<file path="src/rtl/xbar_rr_allocator.sv">
// Packet-level switch allocator: one round-robin arbiter per output that locks
// onto the winning input from head to tail flit and drives the crossbar select.
module xbar_rr_allocator #(
    parameter int IN_N  = 5,
    parameter int OUT_M = 5,
    parameter int SEL_W = $clog2(IN_N)
) (
    input  logic                          clk_i,
    input  logic                          rst_ni,
    input  logic [IN_N-1:0]               req_vld_i,
    input  logic [IN_N*$clog2(OUT_M)-1:0] req_dst_i,
    input  logic [IN_N-1:0]               req_last_i,
    input  logic [OUT_M-1:0]              out_rdy_i,
    output logic [OUT_M*SEL_W-1:0]        sel_o,
    output logic [OUT_M-1:0]              out_vld_o,
    output logic [IN_N-1:0]               gnt_o
);

    localparam int DST_W = $clog2(OUT_M);
    localparam int unsigned N_IN = IN_N;

    typedef enum logic {
        S_IDLE = 1'b0,
        S_BUSY = 1'b1
    } state_t;

    logic [DST_W-1:0]             w_dst [IN_N];
    logic [OUT_M-1:0][IN_N-1:0]   w_gnt_all;

    for (genvar gi = 0; gi < IN_N; gi++) begin : g_dst
        assign w_dst[gi] = req_dst_i[gi*DST_W +: DST_W];
    end

    for (genvar mo = 0; mo < OUT_M; mo++) begin : g_out
        localparam logic [DST_W-1:0] MO = DST_W'(mo);

        state_t           r_state;
        state_t           w_state_nxt;
        logic [SEL_W-1:0] r_owner;
        logic [SEL_W-1:0] r_ptr;
        logic [SEL_W-1:0] w_owner_nxt;
        logic [SEL_W-1:0] w_ptr_nxt;
        logic [SEL_W-1:0] w_win;
        logic             w_found;
        logic [IN_N-1:0]  w_cand;
        logic [IN_N-1:0]  w_gnt_m;
        logic             w_xfer;

        always_comb begin
            for (int unsigned gi = 0; gi < N_IN; gi++) begin
                w_cand[gi] = req_vld_i[gi] && (w_dst[gi] == MO);
            end
        end

        // Priority rotate: scan candidates starting at the pointer, wrapping at IN_N.
        always_comb begin
            int unsigned idx;
            w_found = 1'b0;
            w_win   = '0;
            idx     = 0;
            for (int unsigned k = 0; k < N_IN; k++) begin
                idx = (32'(r_ptr) + k) % N_IN;
                if (!w_found && w_cand[idx]) begin
                    w_found = 1'b1;
                    w_win   = SEL_W'(idx);
                end
            end
        end

        assign w_xfer = (r_state == S_BUSY) && req_vld_i[r_owner]
                        && (w_dst[r_owner] == MO) && out_rdy_i[mo];

        always_comb begin
            w_state_nxt = r_state;
            w_owner_nxt = r_owner;
            w_ptr_nxt   = r_ptr;
            w_gnt_m     = '0;
            case (r_state)
                S_IDLE: begin
                    if (w_found) begin
                        w_state_nxt = S_BUSY;
                        w_owner_nxt = w_win;
                    end
                end
                S_BUSY: begin
                    w_gnt_m[r_owner] = w_xfer;
                    if (w_xfer && req_last_i[r_owner]) begin
                        w_state_nxt = S_IDLE;
                        w_ptr_nxt   = (r_owner == SEL_W'(IN_N-1)) ? '0 : r_owner + 1'b1;
                    end
                end
                default: w_state_nxt = S_IDLE;
            endcase
        end

        always_ff @(posedge clk_i or negedge rst_ni) begin
            if (!rst_ni) begin
                r_state <= S_IDLE;
                r_owner <= '0;
                r_ptr   <= '0;
            end else begin
                r_state <= w_state_nxt;
                r_owner <= w_owner_nxt;
                r_ptr   <= w_ptr_nxt;
            end
        end

        assign w_gnt_all[mo]               = w_gnt_m;
        assign out_vld_o[mo]               = w_xfer;
        assign sel_o[mo*SEL_W +: SEL_W]    = r_owner;
    end

    // An input presents one destination at a time, so at most one term per bit is set.
    always_comb begin
        gnt_o = '0;
        for (int unsigned m = 0; m < OUT_M; m++) begin
            gnt_o = gnt_o | w_gnt_all[m];
        end
    end

endmodule
</file>
<file path="config.mk">
export PLATFORM = sky130hd
export DESIGN_NAME = xbar_rr_allocator
export DESIGN_NICKNAME = d
export VERILOG_FILES = /design/src/rtl/xbar_rr_allocator.sv
export SDC_FILE = /design/constraint.sdc
export NUM_CORES = 1
export LEC_CHECK = 0
export CORE_MARGIN = 4
export CORE_UTILIZATION = 25
export DETAILED_ROUTE_END_ITERATION = 10
export PLACE_DENSITY = 0.38
export SYNTH_ARGS = -nofsm -noshare
export SYNTH_HDL_FRONTEND = slang
export SYNTH_SLANG_ARGS = --single-unit
</file>
<file path="constraint.sdc">
create_clock -name clk_i -period 11.2 [get_ports clk_i]
set_clock_uncertainty 0.05 [all_clocks]
set_input_delay 1.68 -clock clk_i [delete_from_list [all_inputs] [get_ports clk_i]]
set_output_delay 1.68 -clock clk_i [all_outputs]
set_load 0.01 [all_outputs]
</file>
==> flow_summary_export.csv <==
group,metric,value,unit
status,status,"complete, no violations",
yosys,yosysSeqAreaShare,8.56,%
cts,cts_resized,0,
sta,layout_setup_ws,3.93,ns
drt,drt_iter0_markers,680,
cts,insertion_delay,0.30,ns
floorplanning,dieWidth,210,µm
placed_design,preCtsSetupSlack,3.88,ns
yosys,syn_nets,1520,
finish,diodes,0,
drt,viasPerCell,5.61,
sta,setup_viol,0,
sta,fin_crit_sh,64.9,%
floorplanning,start_util,25.5,%
critical_path,cp.arrival,5.54,ns
finish,area_growth,10.8,%
placed_design,dpl.hpwl,29200,µm
yosys,ys_seq_elements,35,
finish,layout_common_cells,"104 x ha_1, 101 x nand2_1, 96 x nor2_1",
grt,grt_pass1_vias,10314,
grt,grt.overflow.total,0,
drt,avgRoutedWirePerCell,19.4,µm
finish,fin_area,11300,µm²
flow_run,max_cap_viol_count,0,
critical_path,path_buf_inv,2,
yosys,syn_inst,1381,
finish,layout_commonest_cell,"ha_1",
critical_path,crit_required,9.47,ns
sta,fin_tns_setup,0,ns
cts,clk_pin_slew,0.06,ns
cts,cts_hold_buf,0,
drt,drt-total-wl,36900,µm
finish,fin_nets,1514,
yosys,ys_types,112,
placed_design,port_buffers,56,
sta,fin_crit,7.27,ns
sta,rsz0062_at_grt,"false",
drt,drc,0,
grt,grt_pass1_wl,58400,µm
cts,postCtsSetupBuffers,0,
cts,cts_buffers,5,
worst_hold_path,hold_path.class,"reg -> reg",
placed_design,place_congestion,0.847,
yosys,yosysWarnings,0,
critical_path,critPathLaunchType,"primary input",
cts,htreeDepth,2,
cts,cts_tree,"built",
sta,slew-limit-headroom,29.5,%
sta,maxSlewViolCount,0,
critical_path,cp_max_fo,10,
critical_path,path_class,"in -> out",
floorplanning,dieArea,44200,µm²
sta,clock.fmax,138,MHz
floorplanning,core_area,40100,µm²
grt,grt_usage,16.0,%
drt,postRouteAntennaNets,0,
cts,clock_path_buffers,2,
yosys,synthArstFlopShare,100,%
placed_design,placedInstanceArea,11200,µm²
critical_path,critPathMaxStageDelay,0.84,ns
critical_path,path_cells,"clkdlybuf4s50_1 > nor4bb_1 > mux4_2 > nor2b_1 > a31oi_1 > or4_1 > o311ai_0 > a21o_1 > clkdlybuf4s50_1",
cts,cts.sinks,35,
yosys,synthFlopType,"dfrtp_1",
sta,tightestPinTransition,1.05,ns
finish,fillers,4412,
floorplanning,die_y,210,µm
finish,drive_above_1_share,6.61,%
yosys,synthesis.area,10200,µm²
sta,hold_violations,0,
critical_path,critPathTopFamily,"simple AND/OR/NAND/NOR gates",
floorplanning,ios,57,
floorplanning,placementRows,73,
drt,vias,10670,
drt,first_pass_iters,5,
critical_path,endpoint_kind,"primary output",
grt,grt_max_degree,36,
grt,grt_antenna_before_repair,1,
critical_path,cpMostUsedCell,"clkdlybuf4s50_1",
critical_path,crit_slowest_cell,"nor4bb_1",
cts,cts_root_buffer,"clkbuf_16",
yosys,synth_edf_count,0,
yosys,synth.avg_cell_area,7.41,µm²
-- per-stage QoR --
step / utilization [%] / instances / hold WS, ns
after floorplan: - / 1381 / 0.441
after global placement: 27.9 / 1893 / 0.483
after detailed placement: 27.9 / 1893 / 0.484
after CTS: 28.3 / 1901 / 0.493
after global routing: 28.3 / 1901 / 0.504
final: 28.3 / 1901 / 0.484
-- cell type report --
class | count | area [µm²] | area share [%]
Clock buffer | 5 | 125 | 1.10
Clock inverter | 3 | 20.0 | 0.177
Inverter | 84 | 315 | 2.78
Multi-Input combinational cell | 1182 | 8700 | 76.8
Sequential cell | 35 | 876 | 7.73
Tap cell | 525 | 657 | 5.80
Timing Repair Buffer | 67 | 638 | 5.63
-- worst reg2reg max path: cells and delay by family (launching register included) --
family	cells	cell delay, ns
buffers and inverters	5	1.09
adder cells (fa/ha/maj)	3	1.16
AND/OR/NAND/NOR	4	0.86
flip-flops	1	0.32
multiplexers	2	0.78
AO/OA/AOI/OAI	4	0.76
XOR/XNOR	1	0.37
-- registers in the layout, summed over array words and instances, names as in the netlist --
signal         cells
g_out.r_owner     15
g_out.r_ptr       15
g_out.r_state      5
-- cells by family (layout without fill, tap and decap cells) --
logic type / count (synthesis) / count (layout) / share of synthesized area [%]
AND/OR/NAND/NOR: 525 / 525 / 28.5
multiplexers: 86 / 86 / 9.83
XOR/XNOR: 35 / 35 / 3.58
flip-flops: 35 / 35 / 8.56
AO/OA/AOI/OAI: 428 / 428 / 29.6
adder cells (fa/ha/maj): 108 / 108 / 13.4
buffers and inverters: 164 / 159 / 6.52
-- cells in the mapped netlist (all sizes together) (9+ instances only) --
library cell / instances / area [µm²]
a211o: 12 / 105
a211oi: 20 / 168
a21boi: 10 / 75.1
a21o: 15 / 113
a21oi: 88 / 452
a22oi: 13 / 103
a31oi: 25 / 156
and2: 20 / 125
and3: 22 / 138
buf: 24 / 140
clkbuf: 56 / 211
dfrtp: 35 / 876
ha: 104 / 1300
inv: 79 / 297
mux2: 20 / 233
mux2i: 57 / 571
mux4: 9 / 203
nand2: 102 / 385
nand2b: 25 / 156
nand3: 49 / 245
nand3b: 20 / 154
nand4: 16 / 100
nand4b: 10 / 87.6
nor2: 96 / 360
nor2b: 22 / 138
nor3: 52 / 260
nor3b: 12 / 95.1
nor4: 19 / 155
nor4b: 12 / 118
o211ai: 25 / 193
o21a: 10 / 75.1
o21ai: 72 / 360
o22ai: 17 / 106
o311ai: 10 / 95.1
o31ai: 10 / 75.1
or3: 9 / 56.3
xnor2: 30 / 297
-- path summary, 6_finish.rpt --
kind | startpoint | depth (start not counted) | slack (ns) | to
setup / recovery | req_dst_i[1] | 9 | 3.93 | gnt_o[1]
hold / removal | g_out[1].r_state$_DFF_PN0_ | 1 | 0.48 | g_out[1].r_owner[0]$_DFFE_PN0P_
setup reg to reg | g_out[4].r_ptr[0]$_DFFE_PN0P_ | 19 | 5.71 | g_out[4].r_owner[2]$_DFFE_PN0P_
hold reg to reg | g_out[1].r_state$_DFF_PN0_ | 1 | 0.48 | g_out[1].r_owner[0]$_DFFE_PN0P_
max in group asynchronous | rst_ni | 1 | 9.04 | g_out[3].r_ptr[1]$_DFFE_PN0P_
min in group asynchronous | rst_ni | 1 | 1.47 | g_out[2].r_ptr[1]$_DFFE_PN0P_
-- metal layers --
| metal | GRT usage [%] | part of all wire (%) | vias to the layer above |
|---|---|---|---|
| met5 | 0 | 0.035 | - |
| met4 | 2.50 | 1.4 | 2 |
| met3 | 1.99 | 4.1 | 33 |
| met2 | 27.2 | 47 | 236 |
| met1 | 22.2 | 47 | 5158 |
| li1 | - | - | 5241 |
Power is not shown: default switching activity piles up to over one toggle a cycle in this logic, so the estimate is an artifact.
==> RTL change (config.mk and constraints unchanged) <==
The parameter `IN_N` goes from 5 to 6.
--- a/src/rtl/xbar_rr_allocator.sv
+++ b/src/rtl/xbar_rr_allocator.sv
@@ -2,5 +2,5 @@
 // onto the winning input from head to tail flit and drives the crossbar select.
 module xbar_rr_allocator #(
-    parameter int IN_N  = 5,
+    parameter int IN_N  = 6,
     parameter int OUT_M = 5,
     parameter int SEL_W = $clog2(IN_N)
Interface: changed (resized gnt_o, req_dst_i, req_last_i and req_vld_i); port bits go from 57 to 63. No check against the original RTL was run, so the function may have changed too.
==> RTL change against the unedited design <==
Critical path depth did not move; wire length is 32% lower; sequential cell count unchanged; final cell count fell by 31%; global-route usage down 0.11 points; area after synthesis down 30%; cell area fell by 28%; setup slack improved by 0.51 ns; fmax grew 7.5%; critical endpoint unchanged; highest routed layer is now met4.
==> RTL change: results (changes against the unedited design) <==
* Input/output buffers at 62 (was 56)
* Post-CTS sizing at 0 (unchanged)
* Gr usage total at 15.9% (was 16.0%)
* TritonCTS Buffers at 5 (unchanged)
* Post-CTS setup repair buffer count at 0 (unchanged)
* Dpl ws at 4.46 ns (was 3.88 ns)
* Pleak at 3.22 nW
* Vias per std cell at 5.42 (was 5.61)
* Final nets at 1029 (was 1514)
* Status: complete, no violations (unchanged)
* Async S/R FF share, synth at 100% (unchanged)
* Switching power at 1.22 mW
* First-pass GRT wire length at 39500 um (was 58400 um)
* Clock buffer depth at 2 (unchanged)
* H-tree Lvls at 2 (unchanged)
* Top flop regs: g_out.r_owner (15), g_out.r_ptr (15), g_out.r_state (5) (unchanged)
* Synth area leaders: dfrtp_1 (12%), ha_1 (9.7%), mux2i_1 (6.2%) (was ha_1 (13%), dfrtp_1 (8.6%), mux2i_1 (5.6%))
* Average detailed-routed wire length per instance at 19.1 um (was 19.4 um)
* Arrival time worst endpoint at 5.03 ns (was 5.54 ns)
* Final RePlAce weighted congestion at 0.858 (was 0.847)
* Placement Cell Area at 8000 um^2 (was 11200 um^2)
* Number of synthesis warnings at 0 (unchanged)
* Vias in the first global route at 6752 (was 10300)
* Synth top cells by count: nor2_1 (75), a21oi_1 (60), nand2_1 (59) (was ha_1 (104), nand2_1 (101), nor2_1 (96))
* Crit-path leading delay family: buffers and inverters (was simple AND/OR/NAND/NOR gates)
* Root buf cell: clkbuf_16 (unchanged)
* Initial antenna violation count at 0 (was 1)
* Fillcell total at 3100 (was 4412)
* 1st-iter DRT viols at 538 (was 680)
* Reg clk slew, reported paths at 0.05 ns
* Hold crit path type: register to register (unchanged)
* Dominant cell type by area after synthesis: dfrtp_1 (was ha_1)
* Layout cells sized above 1 at 8.32% (was 6.61%)
* Highest ir drop seen on vdd at 0.000114 V
* Worst path max stage delay at 0.67 ns (was 0.84 ns)
* DP Wirelength at 20500 um (was 29200 um)
* First drt pass iteration count at 5 (unchanged)
* Met2 usage at 26.0% (was 27.2%)
* Cell variety after synth at 103 (was 112)
* Setup tns final at 0 ns (unchanged)
* CP max-delay cell: clkdlybuf4s50_1 (was nor4bb_1)
* Worst Path Max Fanout at 7 (was 10)
* Met1 GRT Util at 22.4% (was 22.2%)
* Register area share after synthesis at 12.3% (was 8.56%)
* Largest net degree at the start of global routing at 36 (unchanged)
* Max_slew headroom at 38.7% (was 29.5%)
* M3 GR Usage at 2.01% (was 1.99%)
[RTL change: cell count changes after synthesis, moves of 21 or more]
| cell | unedited run | this run |
|---|---|---|
| ha_1 | 104 | 55 |
| nor2_1 | 96 | 75 |
| nand3_1 | 49 | 28 |
| nor3_1 | 52 | 25 |
| o21ai_0 | 72 | 48 |
| a21oi_1 | 85 | 60 |
| nand2_1 | 101 | 59 |
| inv_1 | 78 | 52 |
| clkbuf_1 | 55 | 34 |
[RTL change: final timing paths]
path,from,slack (ns),end,cells past startpoint
min reg2reg,g_out[4].r_state,0.58,g_out[4].r_state,1
max reg2reg,g_out[3].r_ptr[0],7.07,g_out[3].r_owner[2],12
min in group asynchronous,rst_ni,1.48,g_out[3].r_ptr[1],1
min,g_out[4].r_state,0.58,g_out[4].r_state,1
max,req_vld_i[3],4.44,gnt_o[1],9
max in group asynchronous,rst_ni,9.05,g_out[1].r_owner[2],1
[RTL change: logic make-up (layout without fill, tap and decap cells)]
| logic type | Yosys count | after routing | synth area share (%) |
|---|---|---|---|
| XOR/XNOR | 14 | 14 | 2.04 |
| AND/OR/NAND/NOR | 350 | 350 | 28.3 |
| buffers and inverters | 110 | 132 | 6.36 |
| adder cells (fa/ha/maj) | 55 | 55 | 9.66 |
| AO/OA/AOI/OAI | 275 | 275 | 28.0 |
| flip-flops | 35 | 35 | 12.3 |
| multiplexers | 77 | 77 | 13.4 |
[RTL change: per-layer routing]
metal,up-vias,share of wire [%]
met5,-,0
met4,0,1.6
met3,19,4.3
met2,158,46
met1,3411,48
li1,3545,-
[RTL change: power by group through the flow]
stage,combinational (mW),sequential [mW],clock (mW)
after floorplan,1.33,0.253,0
after global placement,1.68,0.385,0
after detailed placement,1.66,0.380,0
after CTS,1.67,0.379,0.143
after global routing,1.86,0.397,0.150
final,1.67,0.374,0.138
[RTL change: per-stage QoR]
stage,instances,hold WS [ns],power [mW],utilization (%)
2_1_floorplan,916,0.455,1.58,-
3_3_place_gp,1308,0.556,2.07,28.6
3_5_place_dp,1308,0.552,2.04,28.6
4_1_cts,1316,0.573,2.19,29.1
5_1_grt,1316,0.621,2.41,29.1
6_report,1316,0.583,2.18,29.1
[RTL change: final cells by class]
class	count	area share (%)
repair buffers	64	7.75
clock buffers	7	1.63
well taps	378	5.81
flip-flops and latches	35	10.8
inverters	60	2.77
clock inverters	1	0.0615
multi-input cells	771	71.2
[RTL change: worst reg2reg max path, stage by stage, from the launching register on]
cell       delay, ns
dfrtp_1         0.72
clkinv_1        0.45
ha_1            0.34
xnor2_1         0.35
ha_1            0.18
inv_1           0.03
a31o_2          0.22
o21ai_0         0.40
a211oi_1        0.14
nor3_1          0.42
nor3b_1         0.11
a2111oi_0       0.42
o22ai_1         0.15
